[config.mk]
export PLATFORM = sky130hd
export DESIGN_NAME = rtc_read_sequencer_flat
export DESIGN_NICKNAME = d
export VERILOG_FILES = /design/src/rtl/rtc_pkg.sv /design/src/rtl/rtc_read_sequencer_if.sv /design/src/rtl/rtc_next_index.sv /design/src/rtl/rtc_read_sequencer.sv /design/src/flat_wrapper.sv
export SDC_FILE = /design/constraint.sdc
export NUM_CORES = 1
export LEC_CHECK = 0
export CORE_MARGIN = 2
export CORE_UTILIZATION = 50
export CTS_BUF_LIST = sky130_fd_sc_hd__clkbuf_8
export DETAILED_ROUTE_END_ITERATION = 8
export PLACE_DENSITY = 0.82
export SYNTH_ARGS = -nofsm -noshare
export SYNTH_HDL_FRONTEND = slang
export SYNTH_SLANG_ARGS = --single-unit
[constraint.sdc]
create_clock -name clk -period 2.8 [get_ports clk]
set_input_delay 0.28 -clock clk [delete_from_list [all_inputs] [get_ports clk]]
set_output_delay 0.28 -clock clk [all_outputs]
set_load 0.02 [all_outputs]
[src/rtl/rtc_pkg.sv]
`default_nettype none
// +----------------------------------------------------------------------------+
// | rtc_pkg : constants, mode codes, FSM states and RTC address map shared by  |
// |           rtc_read_sequencer (optional feature macro: RTC_ACK_TIMEOUT_EN)  |
// | Rev 1.0                                                                    |
// +----------------------------------------------------------------------------+
package rtc_pkg;

  localparam int RTC_DATA_W   = 8;
  localparam int RTC_NUM_REGS = 10;
  localparam int RTC_IDX_W    = 4;

  localparam logic [2:0] MODE_NORMAL = 3'b000;
  localparam logic [2:0] MODE_HORA   = 3'b001;
  localparam logic [2:0] MODE_FECHA  = 3'b010;
  localparam logic [2:0] MODE_TIMER  = 3'b100;

  localparam int HORA_FIRST  = 0;
  localparam int HORA_LAST   = 2;
  localparam int FECHA_FIRST = 3;
  localparam int FECHA_LAST  = 6;
  localparam int TIMER_FIRST = 7;
  localparam int TIMER_LAST  = 9;

  typedef enum logic [2:0] {
    ST_IDLE    = 3'd0,
    ST_SELECT  = 3'd1,
    ST_REQ     = 3'd2,
    ST_CAPTURE = 3'd3,
    ST_DONE    = 3'd4
  } seq_state_t;

  function automatic logic [7:0] rtc_addr(input logic [RTC_IDX_W-1:0] idx);
    logic [7:0] a;
    case (idx)
      4'd0:    a = 8'h21;
      4'd1:    a = 8'h22;
      4'd2:    a = 8'h23;
      4'd3:    a = 8'h24;
      4'd4:    a = 8'h25;
      4'd5:    a = 8'h26;
      4'd6:    a = 8'h27;
      4'd7:    a = 8'h41;
      4'd8:    a = 8'h42;
      4'd9:    a = 8'h43;
      default: a = 8'h00;
    endcase
    return a;
  endfunction

  // Unknown configuration codes mask everything so no register can be clobbered.
  function automatic logic idx_masked(input logic [2:0] mode, input logic [RTC_IDX_W-1:0] idx);
    int  i;
    logic m;
    i = int'(idx);
    case (mode)
      MODE_NORMAL: m = 1'b0;
      MODE_HORA:   m = (i >= HORA_FIRST)  && (i <= HORA_LAST);
      MODE_FECHA:  m = (i >= FECHA_FIRST) && (i <= FECHA_LAST);
      MODE_TIMER:  m = (i >= TIMER_FIRST) && (i <= TIMER_LAST);
      default:     m = 1'b1;
    endcase
    return m;
  endfunction

endpackage
`default_nettype wire

[src/rtl/rtc_read_sequencer_if.sv]
`default_nettype none
// +----------------------------------------------------------------------------+
// | rtc_read_sequencer_if : req/ack read bus between sequencer and RTC ctrl    |
// | Rev 1.0                                                                    |
// +----------------------------------------------------------------------------+
interface rtc_read_sequencer_if #(
  parameter int DATA_W = rtc_pkg::RTC_DATA_W
);
  logic              bus_req;
  logic [7:0]        bus_addr;
  logic              bus_ack;
  logic [DATA_W-1:0] bus_data_in;

  modport master (output bus_req, bus_addr, input bus_ack, bus_data_in);
  modport slave  (input bus_req, bus_addr, output bus_ack, bus_data_in);
endinterface
`default_nettype wire

[src/rtl/rtc_next_index.sv]
`default_nettype none
// +----------------------------------------------------------------------------+
// | rtc_next_index : lowest index >= idx not owned by the group being edited   |
// | Rev 1.0                                                                    |
// +----------------------------------------------------------------------------+
module rtc_next_index
  import rtc_pkg::*;
#(
  parameter int NUM_REGS = RTC_NUM_REGS
) (
  input  logic [2:0]           mode,
  input  logic [RTC_IDX_W-1:0] idx,
  output logic [RTC_IDX_W-1:0] next_idx,
  output logic                 none
);

  // Scanning downward leaves the lowest qualifying index as the final winner.
  always_comb begin
    next_idx = idx;
    none     = 1'b1;
    for (int i = NUM_REGS - 1; i >= 0; i--) begin
      if ((RTC_IDX_W'(i) >= idx) && !idx_masked(mode, RTC_IDX_W'(i))) begin
        next_idx = RTC_IDX_W'(i);
        none     = 1'b0;
      end
    end
  end

endmodule
`default_nettype wire

[src/rtl/rtc_read_sequencer.sv]
`default_nettype none
// +----------------------------------------------------------------------------+
// | rtc_read_sequencer : periodic RTC register read sweep with config masking  |
// | Optional: `define RTC_ACK_TIMEOUT_EN for ack timeout / timeout_err         |
// | Rev 1.0                                                                    |
// +----------------------------------------------------------------------------+
module rtc_read_sequencer
  import rtc_pkg::*;
#(
  parameter int DATA_W         = RTC_DATA_W,
  parameter int NUM_REGS       = RTC_NUM_REGS,
  parameter int TIMEOUT_CYCLES = 1023
) (
  input  logic                 clk,
  input  logic                 reset,
  input  logic                 start_sweep,
  input  logic [2:0]           funcion_conf,
  rtc_read_sequencer_if.master bus,
  output logic [3:0]           addr_mem_local,
  output logic                 reg_rd,
  output logic [DATA_W-1:0]    dato_reg,
  output logic                 busy,
  output logic                 sweep_done,
  output logic                 timeout_err
);

  localparam logic [RTC_IDX_W-1:0] LAST_IDX = RTC_IDX_W'(NUM_REGS - 1);

  seq_state_t           state_q, state_d;
  logic [RTC_IDX_W-1:0] idx_q, idx_d;
  logic [2:0]           mode_q;
  logic [7:0]           bus_addr_q;
  logic [3:0]           addr_mem_q;
  logic [DATA_W-1:0]    dato_q;
  logic [RTC_IDX_W-1:0] sel_idx;
  logic                 sel_none;
  logic                 ack_take;
  logic                 tmo_expire;

  rtc_next_index #(
    .NUM_REGS (NUM_REGS)
  ) u_next_index (
    .mode     (mode_q),
    .idx      (idx_q),
    .next_idx (sel_idx),
    .none     (sel_none)
  );

  always_comb begin
    state_d  = state_q;
    idx_d    = idx_q;
    ack_take = 1'b0;
    case (state_q)
      ST_IDLE: begin
        if (start_sweep) begin
          state_d = ST_SELECT;
          idx_d   = '0;
        end
      end
      ST_SELECT: begin
        if (sel_none) begin
          state_d = ST_DONE;
        end else begin
          state_d = ST_REQ;
          idx_d   = sel_idx;
        end
      end
      ST_REQ: begin
        if (bus.bus_ack) begin
          ack_take = 1'b1;
          state_d  = ST_CAPTURE;
        end else if (tmo_expire) begin
          state_d = (idx_q == LAST_IDX) ? ST_DONE : ST_SELECT;
          idx_d   = idx_q + 4'd1;
        end
      end
      ST_CAPTURE: begin
        state_d = (idx_q == LAST_IDX) ? ST_DONE : ST_SELECT;
        idx_d   = idx_q + 4'd1;
      end
      ST_DONE:  state_d = ST_IDLE;
      default:  state_d = ST_IDLE;
    endcase
  end

  always_ff @(posedge clk) begin
    if (reset) begin
      state_q    <= ST_IDLE;
      idx_q      <= '0;
      mode_q     <= MODE_NORMAL;
      bus_addr_q <= '0;
      addr_mem_q <= '0;
      dato_q     <= '0;
    end else begin
      state_q <= state_d;
      idx_q   <= idx_d;
      if ((state_q == ST_IDLE) && start_sweep)
        mode_q <= funcion_conf;
      // Address is registered one cycle ahead so it is stable for the whole REQ phase.
      if ((state_q == ST_SELECT) && !sel_none)
        bus_addr_q <= rtc_addr(sel_idx);
      if (ack_take) begin
        dato_q     <= bus.bus_data_in;
        addr_mem_q <= idx_q;
      end
    end
  end

`ifdef RTC_ACK_TIMEOUT_EN
  localparam int TMO_W = $clog2(TIMEOUT_CYCLES + 1);

  logic [TMO_W-1:0] tmo_cnt;
  logic             timeout_err_q;

  assign tmo_expire = (state_q == ST_REQ) && (tmo_cnt == TMO_W'(TIMEOUT_CYCLES - 1));

  always_ff @(posedge clk) begin
    if (reset || (state_q != ST_REQ))
      tmo_cnt <= '0;
    else if (!bus.bus_ack)
      tmo_cnt <= tmo_cnt + 1'b1;
  end

  always_ff @(posedge clk) begin
    if (reset)
      timeout_err_q <= 1'b0;
    else if ((state_q == ST_IDLE) && start_sweep)
      timeout_err_q <= 1'b0;
    else if ((state_q == ST_REQ) && !bus.bus_ack && tmo_expire)
      timeout_err_q <= 1'b1;
  end

  assign timeout_err = timeout_err_q;
`else
  logic unused_timeout_cfg;
  assign unused_timeout_cfg = (TIMEOUT_CYCLES > 0);
  assign tmo_expire         = 1'b0;
  assign timeout_err        = 1'b0;
`endif

  assign bus.bus_req    = (state_q == ST_REQ);
  assign bus.bus_addr   = bus_addr_q;
  assign addr_mem_local = addr_mem_q;
  assign dato_reg       = dato_q;
  assign reg_rd         = (state_q != ST_CAPTURE);
  assign busy           = (state_q != ST_IDLE);
  assign sweep_done     = (state_q == ST_DONE);

endmodule
`default_nettype wire

[src/flat_wrapper.sv]
// flat-port wrapper written by rule: the top's interface ports become plain ports
module rtc_read_sequencer_flat import rtc_pkg::*;
#(
  parameter int DATA_W         = RTC_DATA_W,
  parameter int NUM_REGS       = RTC_NUM_REGS,
  parameter int TIMEOUT_CYCLES = 1023
)
  (clk, reset, start_sweep, funcion_conf, addr_mem_local, reg_rd, dato_reg, busy, sweep_done, timeout_err, bus_bus_req, bus_bus_addr, bus_bus_ack, bus_bus_data_in);
  rtc_read_sequencer_if #(.DATA_W(DATA_W)) bus_i ();
  input  logic clk;
  input  logic reset;
  input  logic start_sweep;
  input  logic [2:0] funcion_conf;
  output logic [3:0] addr_mem_local;
  output logic reg_rd;
  output logic [DATA_W-1:0] dato_reg;
  output logic busy;
  output logic sweep_done;
  output logic timeout_err;
  output wire logic [$bits(bus_i.bus_req)-1:0] bus_bus_req;
  output wire logic [$bits(bus_i.bus_addr)-1:0] bus_bus_addr;
  input wire logic [$bits(bus_i.bus_ack)-1:0] bus_bus_ack;
  input wire logic [$bits(bus_i.bus_data_in)-1:0] bus_bus_data_in;
  assign bus_bus_req = bus_i.bus_req;
  assign bus_bus_addr = bus_i.bus_addr;
  assign bus_i.bus_ack = bus_bus_ack;
  assign bus_i.bus_data_in = bus_bus_data_in;
  rtc_read_sequencer #(.DATA_W(DATA_W), .NUM_REGS(NUM_REGS), .TIMEOUT_CYCLES(TIMEOUT_CYCLES)) u_core (.clk(clk), .reset(reset), .start_sweep(start_sweep), .funcion_conf(funcion_conf), .bus(bus_i), .addr_mem_local(addr_mem_local), .reg_rd(reg_rd), .dato_reg(dato_reg), .busy(busy), .sweep_done(sweep_done), .timeout_err(timeout_err));
endmodule
==> flow_metrics.py, run 1 <==
metrics = {
    "synth": {
        "ys_top_cells_by_area": "dfxtp_1 (32%), nand2_1 (8.6%), a21oi_1 (6.9%)",
        "synth_edf_count": 0,
        "seq_area_frac_synth": 0.324,
        "synthCells": 205,
        "synth_top_cell_by_area": "dfxtp_1",
        "postSynthAreaPerCell_um2": 8.13,
        "synth_flop_cell": "dfxtp_1",
        "synth_top_area_share": 0.324,
        "yosys_register_bits": 27,
        "ys_async_sr_fraction": 0,
        "synth_cell_types": 53,
        "yosysWarnings": 0,
        "synth_area_mm2": 0.00167,
    },
    "die": {
        "fp.dieH_um": 61.7,
        "die_w_um": 61.7,
        "die-area_mm2": 0.00381,
        "ioPinCount": 40,
        "core_area_mm2": 0.00310,
        "start_util": 0.537,
        "rows": 20,
    },
    "sta": {
        "setup_violations": 0,
        "min_period_ns": 2.48,
        "hold_viol_final": 0,
        "worst_slew_pin_slew_ns": 0.602,
        "slew_headroom": 0.598,
        "worst_clock_skew_ns": 0.00202,
        "rsz0062_at_grt": "false",
        "drv_slew": 0,
        "finalCritPeriodShare": 0.884,
        "tns_ns": 0,
        "whs_ns": 0.457,
        "setup_slack_ns": 0.324,
        "max_freq_mhz": 404,
    },
    "layout": {
        "largest_register_ffs": 8,
        "fin_cells": 273,
        "fin_util": 0.654,
        "nNetsFinal": 250,
        "drive_gt1_frac": 0.0742,
        "diodes": 0,
        "final_area_mm2": 0.00203,
        "final_common_cell": "nand2_1",
        "area_growth_pct": 21.7,
        "layout_common_cells": "nand2_1 (38), clkdlybuf4s50_1 (35), dfxtp_1 (26)",
    },
    "power_and_ir_drop": {
        "power.leakage_nw": 0.724,
        "power_uw": 881,
        "ir_drop_mv": 0.386,
        "power_density_mw_per_mm2": 434,
    },
    "setup_path": {
        "worstSetupStartpointType": "flop",
        "worst-endpoint-required_ns": 2.99,
        "cp_max_fo": 7,
        "crit_path_end_kind": "flop",
        "critPathKind": "flop to flop",
        "cp.arrival_ns": 2.66,
    },
    "placement": {
        "dp_hpwl_um": 2700,
        "post-place-ws_ns": 0.257,
        "placed_area_mm2": 0.00198,
        "gp_congestion": 0.825,
        "dp_cells": 269,
        "numPortBuffers": 35,
    },
    "detailed_routing": {
        "ant_nets": 0,
        "post_drt_wl_per_cell_um": 13.5,
        "route.detailed.drc": 0,
        "vias_per_cell": 5.53,
        "drt_iter0_drc": 40,
        "firstDrtPassIters": 4,
        "wirelength_um": 3680,
        "routed-via-count": 1510,
    },
    "global_routing": {
        "grt_pass1_wl_um": 5930,
        "antenna_found_initial": 0,
        "grt_pass1_vias": 1291,
        "overflow": 0,
        "grt_max_degree": 23,
        "grt_usage": 0.208,
    },
    "status": {
        "outcome": "completed",
    },
    "cts": {
        "cts-root-buf": "clkbuf_8",
        "cts_buffer_depth": 2,
        "cts-buffers-inserted": 3,
        "cts_tree": "built",
        "insertion_delay_ns": 0.27,
        "cts_num_sinks": 27,
        "cts.clk_slew.worst_paths_ns": 0.09,
        "hold_buffers": 0,
        "h-tree-depth": 1,
    },
    "worst_hold_path": {
        "min_path_type": "flop to flop",
    },
    "run": {
        "cap_violations": 0,
    },
}
power breakdown:
part	leakage, nW	internal (mW)	total [mW]	switching [mW]
logic	0.482	0.106	0.223	0.118
registers	0.220	0.405	0.436	0.0310
clock network	0.0217	0.101	0.221	0.120
total	0.724	0.612	0.881	0.269
routing by layer:
metal | vias up | GRT usage | part of all wire
met1 | 697 | 0.285 | 0.46
li1 | 760 | - | -
met5 | - | 0 | 0
met2 | 45 | 0.331 | 0.46
met3 | 8 | 0.0518 | 0.061
met4 | 0 | 0.0517 | 0.019
worst max-delay path: stages (launching register included):
cell,delay [ns]
dfxtp_1,0.46
inv_1,0.13
ha_1,0.23
nand2b_1,0.20
a2111oi_1,0.39
a31o_1,0.20
a211oi_4,0.07
ha_1,0.24
o211a_1,0.24
a311oi_2,0.23
path summary, 6_finish.rpt:
check	startpoint	to	slack, ns	cells after the start
setup / recovery	u_core.idx_q[0]$_SDFFE_PP0P_	u_core.bus.bus_addr[2]$_SDFFE_PP0P_	0.32	9
hold / removal	u_core.dato_reg[5]$_SDFFE_PP0P_	u_core.dato_reg[5]$_SDFFE_PP0P_	0.46	2
setup reg to reg	u_core.idx_q[0]$_SDFFE_PP0P_	u_core.bus.bus_addr[2]$_SDFFE_PP0P_	0.32	9
hold reg to reg	u_core.dato_reg[5]$_SDFFE_PP0P_	u_core.dato_reg[5]$_SDFFE_PP0P_	0.46	2
cell usage after synthesis (all sizes together) (3+ instances only):
cell     number
a211oi        3
o21ai         6
nand2b        3
or3           3
ha            5
nor3          4
nor2         11
nand3         4
mux2i         5
nand2        38
inv           8
a21oi        25
a2111oi       3
buf          11
clkbuf        8
nor2b         5
dfxtp        27
logic make-up (layout without fill, tap and decap cells):
kind of cell | Yosys count | after routing | synth area share
simple gates | 83 | 83 | 0.248
compound gates | 56 | 56 | 0.267
flops | 27 | 27 | 0.324
buf+inv | 27 | 48 | 0.0856
fa+ha+maj | 5 | 5 | 0.0375
mux | 5 | 5 | 0.0300
other cells | 1 | 4 | 0.00225
xor+xnor | 1 | 1 | 0.00526
layout make-up:
class,instances,area (um2)
clock buffers,3,41.3
clock inverters,1,7.51
fillers,307,1070
inverters,8,30.0
multi-input cells,154,995
flip-flops and latches,27,542
well taps,44,55.1
repair buffers,36,358
repair_timing:
| item | CTS | global route |
|---|---|---|
| gates resized for setup | 0 | 1 |
| setup endpoints to repair | 0 | 1 |
| setup buffers | 0 | 0 |
(Power assumes the default switching activity.)
==> run 2: changes to the inputs <==
==> constraint.sdc (replaced) <==
create_clock -name clk -period 2.8 [get_ports clk]
set_input_delay 0.28 -clock clk [delete_from_list [all_inputs] [get_ports clk]]
set_output_delay 0.28 -clock clk [all_outputs]
set_load 0.005 [all_outputs]
==> results of run 2 <==
Same layout as run 1 (identical final DEF). Status: completed.
Among the figures that moved: total power 0.881 mW -> 0.856 mW; worst IR drop on VDD 0.386 mV -> 0.371 mV
